`config.mk`:
```
export PLATFORM = sky130hd
export DESIGN_NAME = sram_port_ctrl
export DESIGN_NICKNAME = d
export VERILOG_FILES = /design/src/rtl/sram_port_pkg.sv /design/src/rtl/sram_rdata_hold.sv /design/src/rtl/sram_port_ctrl.sv
export SDC_FILE = /design/constraint.sdc
export NUM_CORES = 1
export LEC_CHECK = 0
export ABC_AREA = 1
export CAP_MARGIN = 20
export CORE_AREA = 2 2 127 129
export CTS_CLUSTER_DIAMETER = 60
export DETAILED_ROUTE_END_ITERATION = 8
export DIE_AREA = 0 0 129 131
export PLACE_DENSITY = 0.61
export SLEW_MARGIN = 0
export SYNTH_ARGS = -nofsm -noshare
export SYNTH_HDL_FRONTEND = slang
export SYNTH_SLANG_ARGS = --single-unit
```
`constraint.sdc`:
```
create_clock -name clock -period 3.3 [get_ports clock]
set_input_delay 0.99 -clock clock [delete_from_list [all_inputs] [get_ports clock]]
set_output_delay 0.99 -clock clock [all_outputs]
set_load 0.1 [all_outputs]
```
`src/rtl/sram_port_pkg.sv`:
```
// sram_port_pkg
// Shared constants and the controller state type for sram_port_ctrl.
//   SRAM_ADDR_W / SRAM_DATA_W / SRAM_DEPTH : geometry of the 512x73 macro
//   sram_port_state_e                     : controller state (INIT sweep, IDLE)
package sram_port_pkg;

  localparam int SRAM_ADDR_W = 9;
  localparam int SRAM_DATA_W = 73;
  localparam int SRAM_DEPTH  = 512;

  typedef enum logic {
    INIT = 1'b0,
    IDLE = 1'b1
  } sram_port_state_e;

endpackage

```
`src/rtl/sram_rdata_hold.sv`:
```
// sram_rdata_hold
// Read-response stage for sram_port_ctrl. Remembers that a read was issued
// (rd_pend) and, one cycle later, forwards the macro's read data while
// capturing it into a hold register so resp_data stays stable between reads.
// Ports:
//   clock, reset  : clock and synchronous active-high reset
//   rd_fire       : read handshake happened this cycle
//   sram_rdata    : macro read data, valid the cycle after rd_fire
//   resp_valid    : one-cycle pulse, response data valid
//   resp_data     : live read data on resp_valid, held value otherwise
module sram_rdata_hold #(
  parameter int DATA_W = 73
) (
  input  logic              clock,
  input  logic              reset,
  input  logic              rd_fire,
  input  logic [DATA_W-1:0] sram_rdata,
  output logic              resp_valid,
  output logic [DATA_W-1:0] resp_data
);

  logic              rd_pend_q, rd_pend_d;
  logic [DATA_W-1:0] hold_q, hold_d;

  always_comb begin
    rd_pend_d = rd_fire;
    hold_d    = hold_q;
    if (rd_pend_q) begin
      hold_d = sram_rdata;
    end
  end

  always_ff @(posedge clock) begin
    if (reset) begin
      rd_pend_q <= 1'b0;
      hold_q    <= '0;
    end else begin
      rd_pend_q <= rd_pend_d;
      hold_q    <= hold_d;
    end
  end

  // Outputs are masked while reset is asserted so an in-flight read that
  // meets a reset never produces a response, and the data reads as zero.
  always_comb begin
    resp_valid = 1'b0;
    resp_data  = '0;
    if (!reset) begin
      resp_valid = rd_pend_q;
      resp_data  = rd_pend_q ? sram_rdata : hold_q;
    end
  end

endmodule

```
`src/rtl/sram_port_ctrl.sv`:
```
// sram_port_ctrl
// Front end for a single-port 512x73 SRAM macro (RW0_* pins, one-cycle
// synchronous read). Optionally zero-fills the array after reset, arbitrates
// one write and one read requester (write wins), and returns read data
// through a held response register.
//
// Handshakes: a request transfers on a cycle where its valid and ready are
// both high. Ready depends only on state and w_valid, never on r_valid or
// the address/data, and a requester must hold its payload until accepted.
//
// Build option: SRAM_PORT_INIT_EN
//   defined   : after reset the controller sweeps every address writing 0,
//               then enters IDLE and raises init_done.
//   undefined : reset enters IDLE directly; init_done is high from the first
//               cycle out of reset and no sweep logic exists.
//
// Ports:
//   clock, reset                : sole clock, synchronous active-high reset
//   r_valid/r_ready/r_addr      : read request channel
//   resp_valid/resp_data        : read response (pulse / held data)
//   w_valid/w_ready/w_addr/w_data : write request channel
//   init_done                   : array usable
//   sram_addr/en/wmode/wdata    : to RW0_addr/en/wmode/wdata
//   sram_rdata                  : from RW0_rdata
//
// The FSM state is held in state_q (type sram_port_state_e) for checkers.
module sram_port_ctrl
  import sram_port_pkg::*;
#(
  parameter int ADDR_W = SRAM_ADDR_W,
  parameter int DATA_W = SRAM_DATA_W,
  parameter int DEPTH  = SRAM_DEPTH
) (
  input  logic              clock,
  input  logic              reset,
  input  logic              r_valid,
  output logic              r_ready,
  input  logic [ADDR_W-1:0] r_addr,
  output logic              resp_valid,
  output logic [DATA_W-1:0] resp_data,
  input  logic              w_valid,
  output logic              w_ready,
  input  logic [ADDR_W-1:0] w_addr,
  input  logic [DATA_W-1:0] w_data,
  output logic              init_done,
  output logic [ADDR_W-1:0] sram_addr,
  output logic              sram_en,
  output logic              sram_wmode,
  output logic [DATA_W-1:0] sram_wdata,
  input  logic [DATA_W-1:0] sram_rdata
);

  if (DEPTH != (1 << ADDR_W)) begin : g_depth_check
    $error("sram_port_ctrl: DEPTH must equal 2**ADDR_W");
  end

  sram_port_state_e state_q, state_d;
  logic             init_done_q, init_done_d;
  logic             in_idle;
  logic             w_fire, r_fire;

`ifdef SRAM_PORT_INIT_EN
  localparam int CNT_W = ADDR_W + 1;

  // One extra bit so the counter cannot wrap before the terminal compare.
  logic [CNT_W-1:0] init_cnt_q, init_cnt_d;

  always_comb begin
    state_d     = state_q;
    init_cnt_d  = init_cnt_q;
    init_done_d = init_done_q;
    if (state_q == INIT) begin
      init_cnt_d = init_cnt_q + 1'b1;
      if (init_cnt_q == CNT_W'(DEPTH - 1)) begin
        state_d     = IDLE;
        init_done_d = 1'b1;
      end
    end
  end

  always_ff @(posedge clock) begin
    if (reset) begin
      state_q     <= INIT;
      init_cnt_q  <= '0;
      init_done_q <= 1'b0;
    end else begin
      state_q     <= state_d;
      init_cnt_q  <= init_cnt_d;
      init_done_q <= init_done_d;
    end
  end
`else
  // No sweep: IDLE is entered straight from reset and never left.
  always_comb begin
    state_d     = state_q;
    init_done_d = init_done_q;
  end

  always_ff @(posedge clock) begin
    if (reset) begin
      state_q     <= IDLE;
      init_done_q <= 1'b1;
    end else begin
      state_q     <= state_d;
      init_done_q <= init_done_d;
    end
  end
`endif

  // Everything facing the requesters and the macro is masked during the reset
  // cycle, so the macro is never enabled while reset is high.
  assign in_idle   = (state_q == IDLE) && !reset;
  assign init_done = init_done_q && !reset;
  assign w_ready   = in_idle;
  assign r_ready   = in_idle && !w_valid;
  assign w_fire    = w_valid && w_ready;
  assign r_fire    = r_valid && r_ready;

  always_comb begin
    sram_en    = 1'b0;
    sram_wmode = 1'b0;
    sram_addr  = '0;
    sram_wdata = '0;
`ifdef SRAM_PORT_INIT_EN
    if (!reset && state_q == INIT) begin
      sram_en    = 1'b1;
      sram_wmode = 1'b1;
      sram_addr  = init_cnt_q[ADDR_W-1:0];
    end else
`endif
    if (w_fire) begin
      sram_en    = 1'b1;
      sram_wmode = 1'b1;
      sram_addr  = w_addr;
      sram_wdata = w_data;
    end else if (r_fire) begin
      sram_en    = 1'b1;
      sram_addr  = r_addr;
    end
  end

  sram_rdata_hold #(
    .DATA_W (DATA_W)
  ) u_rdata_hold (
    .clock      (clock),
    .reset      (reset),
    .rd_fire    (r_fire),
    .sram_rdata (sram_rdata),
    .resp_valid (resp_valid),
    .resp_data  (resp_data)
  );

endmodule

```
==> Word-level counts from Yosys, hierarchy flattened <==
Cells that the tools add are included.
{ "classes": {"muxes": 9, "reduce_logical": 5} }
{ "ops": {"columns": ["operator", "n"], "rows": [
  ["$mux W73", 3],
  ["$mux W9", 2],
  ["$mux W1", 4],
  ["$logic_and A1 B1 Y1", 3],
  ["$logic_not A1 Y1", 2]
]} }
{ "word_totals": {"elab_cells": 16, "register_bits": 74, "inputBits": 168} }

==> Logic depth before layout (Yosys ltp) <==
{ "depth": {"word_depth": 5, "depth_mapped": 6} }

==> By module <==
From an unflattened synthesis, not the netlist that was laid out.
{ "unflattened": {"hier_cells": 660, "area_unflattened_um2": 3858.7} }
{ "by_module_without_submodules": {"columns": ["mod", "area_each_um2", "seq_area_each_um2", "n_inst", "cells_each"], "rows": [
  ["sram_rdata_hold", 3060.4, 1481.4, 1, 467],
  ["sram_port_ctrl", 798.3, 0.0, 1, 193]
]} }

==> Least setup slack after synthesis <==
No wires, ideal clock.
{ "synth_timing": {"path_type": "in2out", "startpoint": "in reset", "endpoint": "out resp_data[62]", "path_stages": 5, "n_path_buf": 2, "arrival_time_ns": 3.095, "slack_ns": -0.785, "required_time_ns": 2.310, "path_cell_list": "inv_2 -> buf_4 -> buf_2 -> o21ai_0 -> nor2_1"} }
{ "synth_between": {"elab_chain_cells": 1} }
{ "synth_lines": {"columns": ["element", "line", "rtl"], "rows": [
  ["start: declaration", "sram_port_ctrl.sv:35", "input logic reset,"],
  ["$mux W73", null, null],
  ["end: declaration", "sram_port_ctrl.sv:40", "output logic [DATA_W-1:0] resp_data,"]
]} }
No other way between the ends.

==> Worst setup path in the final report <==
{ "layout_timing": {"startpoint": "in reset", "endpoint": "out sram_wdata[57]"} }
{ "layout_between": {"elab_chain_cells": 3} }
{ "layout_lines": {"columns": ["element", "line", "rtl"], "rows": [
  ["$logic_not A1 Y1", null, null],
  ["$logic_and A1 B1 Y1", "sram_port_ctrl.sv:116", "assign w_fire = w_valid && w_ready;"],
  ["$mux W73", "sram_port_ctrl.sv:131", "if (w_fire) begin"],
  ["end: declaration", "sram_port_ctrl.sv:49", "output logic [DATA_W-1:0] sram_wdata,"]
]} }
No other way between the ends.

==> impl_metrics.ini <==
[floorplanning]
die-area_um2 = 16900
start_util_pct = 22.5
die_height_um = 131
dieWidth_um = 129
std_cell_rows = 46
pin_count = 329
core_um2 = 15600

[sta]
skew_ns = 0.00573
finalSetupViolCount = 0
tightest_slew_ns = 0.414
maxSlewViolCount = 0
slew_headroom_pct = 72.4
rsz0062_at_grt = true
post-route-period-util_pct = 97.8
fmaxAchievable_mhz = 310
hold_violations = 0
totalNegativeSetupSlack_ns = 0
period_minus_slack_ns = 3.23

[detailed_routing]
wirelength_um = 17800
wl_per_cell_um = 16.7
vias_per_cell = 4.13
vias = 4411
drtIter0Drc = 180
drc = 0
drtPass1Iterations = 4
ant_nets = 0

[layout]
area_delta_synth_final_pct = 175
layout_commonest_cell = buf_12
drive_gt1_share_pct = 42.5
final_cell_area_um2 = 9640
final_cell_mix = buf_12 (167), clkdlybuf4s50_1 (165), nor2_2 (81), nor2_1 (79), inv_1 (74)
final_util_pct = 61.8
final_cells = 1068
nNetsFinal = 1015

[logic_synthesis]
syn_area_um2 = 3510
netlist_top_cells_area = dfxtp_1 (42%), nor2_1 (17%), nor2_2 (11%), o21ai_0 (10%), inv_1 (8.0%)
seq_area_frac_synth_pct = 42.3
ys_warn_count = 0
synth_top_cell_by_area = dfxtp_1
syn_nets = 680
synth-seq-cells = 74
synth.distinct_cells = 12
synth_top_area_share_pct = 42.3
syn_inst = 512
syn_area_per_cell_um2 = 6.85

[critical_path]
worstPathMaxFanout = 8
cp.arrival_ns = 2.24
cp-end-kind = output pin
critPathMaxStageDelay_ns = 0.30
critPathTopFamily = buffers and inverters
critPathKind = in2out
cp.buffers_inverters = 4
startpoint_type = primary input
required_ns = 2.31
path_cells = dlygate4sd2_1 > nor2_4 > clkinv_8 > clkbuf_16 > nor2_4 > buf_12
cpMaxStageDelayCell = dlygate4sd2_1
crit_top_cell = nor2_4

[cts]
clockRootBuffer = clkbuf_16
cts.htree.levels = 3
insertion_delay_ns = 0.32
cts_tree = built
postCtsHoldBufs = 0
clkTransAtPathRegs_ns = 0.05
clkSinkCount = 74
cts_made_buffers = 9
cts_buffer_depth = 2

[grt]
grt_pass1_wl_um = 25100
grt_overflow = 0
first_global_vias = 4444
grt_max_degree = 74
grt_util_all_layers_pct = 19.7
antenna_found_initial = 1

[pwr]
power.density_nw_per_um2 = 354
vdd_drop_max_mv = 0.181
p_leak_nw = 4.09
p_total_mw = 3.41

[place]
gp_congestion = 0.788
dpl.cell_count = 1041
place.detailed.hpwl_um = 13300
placed_area_um2 = 8890
port_buffers = 328

[worst_hold_path]
hold_path_class = reg2reg

[run]
maxCapViolations = 0

[outcome]
status = finished, final reports clean
state kept, by name, summed over array words and instances (netlist names):
name / flops
u_rdata_hold.rd_pend_q: 1
u_rdata_hold.hold_q: 73
cells in the mapped netlist (all sizes together):
| cell | number |
|---|---|
| dfxtp | 74 |
| o21ai | 73 |
| nand3 | 9 |
| inv | 78 |
| nor2 | 222 |
| clkbuf | 8 |
| nand2 | 20 |
| buf | 28 |
layer usage:
layer,vias to the layer above,GRT usage (%),share of wire (%)
li1,2198,-,-
met3,12,10.3,11
met5,-,0,0
met2,193,32.7,50
met1,2008,22.7,38
met4,0,4.22,0.99
what timing repair did:
item	4_1_cts	5_1_grt
cloned	1	6
buffers inserted	3	1
pin swaps	3	2
gates resized for setup	23	48
setup endpoints to repair	147	70
where the power goes:
group	internal (mW)	switching [mW]
combinational	0.617	0.983
clock	0.503	0.359
sequential	0.939	0.00925
cell families (layout without fill, tap and decap cells):
family,after synthesis,in the layout,synth area share [%]
AOI/OAI and AO/OA,73,73,10.4
buffers and inverters,114,453,15.9
DFF,74,74,42.3
other,0,1,0
and+or+nand+nor,251,251,31.4
area by class of cell:
cell class	instances	area [um2]
fill	1274	5950
tap	216	270
sequential	74	1480
timing repair buffer	359	5310
antenna	1	2.50
multi-input combinational	324	2010
inverter	78	305
timing repair inverter	1	8.76
clock inverter	3	17.5
clock buffer	12	236
worst reg2reg max path: stages (launching register included):
cell and delay [ns]:
dfxtp_2 0.33, inv_2 0.31, buf_12 0.30, nor2_1 0.15, nor2_2 0.19, buf_4 0.13
final timing paths:
kind | startpoint | endpoint | slack, ns | cells after the start
max | reset | sram_wdata[57] | 0.07 | 6
min | u_rdata_hold.hold_q[46] | u_rdata_hold.hold_q[46] | 0.58 | 2
max reg2reg | u_rdata_hold.rd_pend_q | u_rdata_hold.hold_q[13] | 1.84 | 5
min reg2reg | u_rdata_hold.hold_q[46] | u_rdata_hold.hold_q[46] | 0.58 | 2
per-stage QoR:
step / worst slack, ns / hold slack [ns]
after floorplan: -0.290 / 0.792
after global placement: -0.147 / 0.560
after detailed placement: -0.123 / 0.571
after CTS: -0.0241 / 0.583
after global routing: -0.00439 / 0.596
final: 0.0724 / 0.578
(Power assumes the default switching activity.)
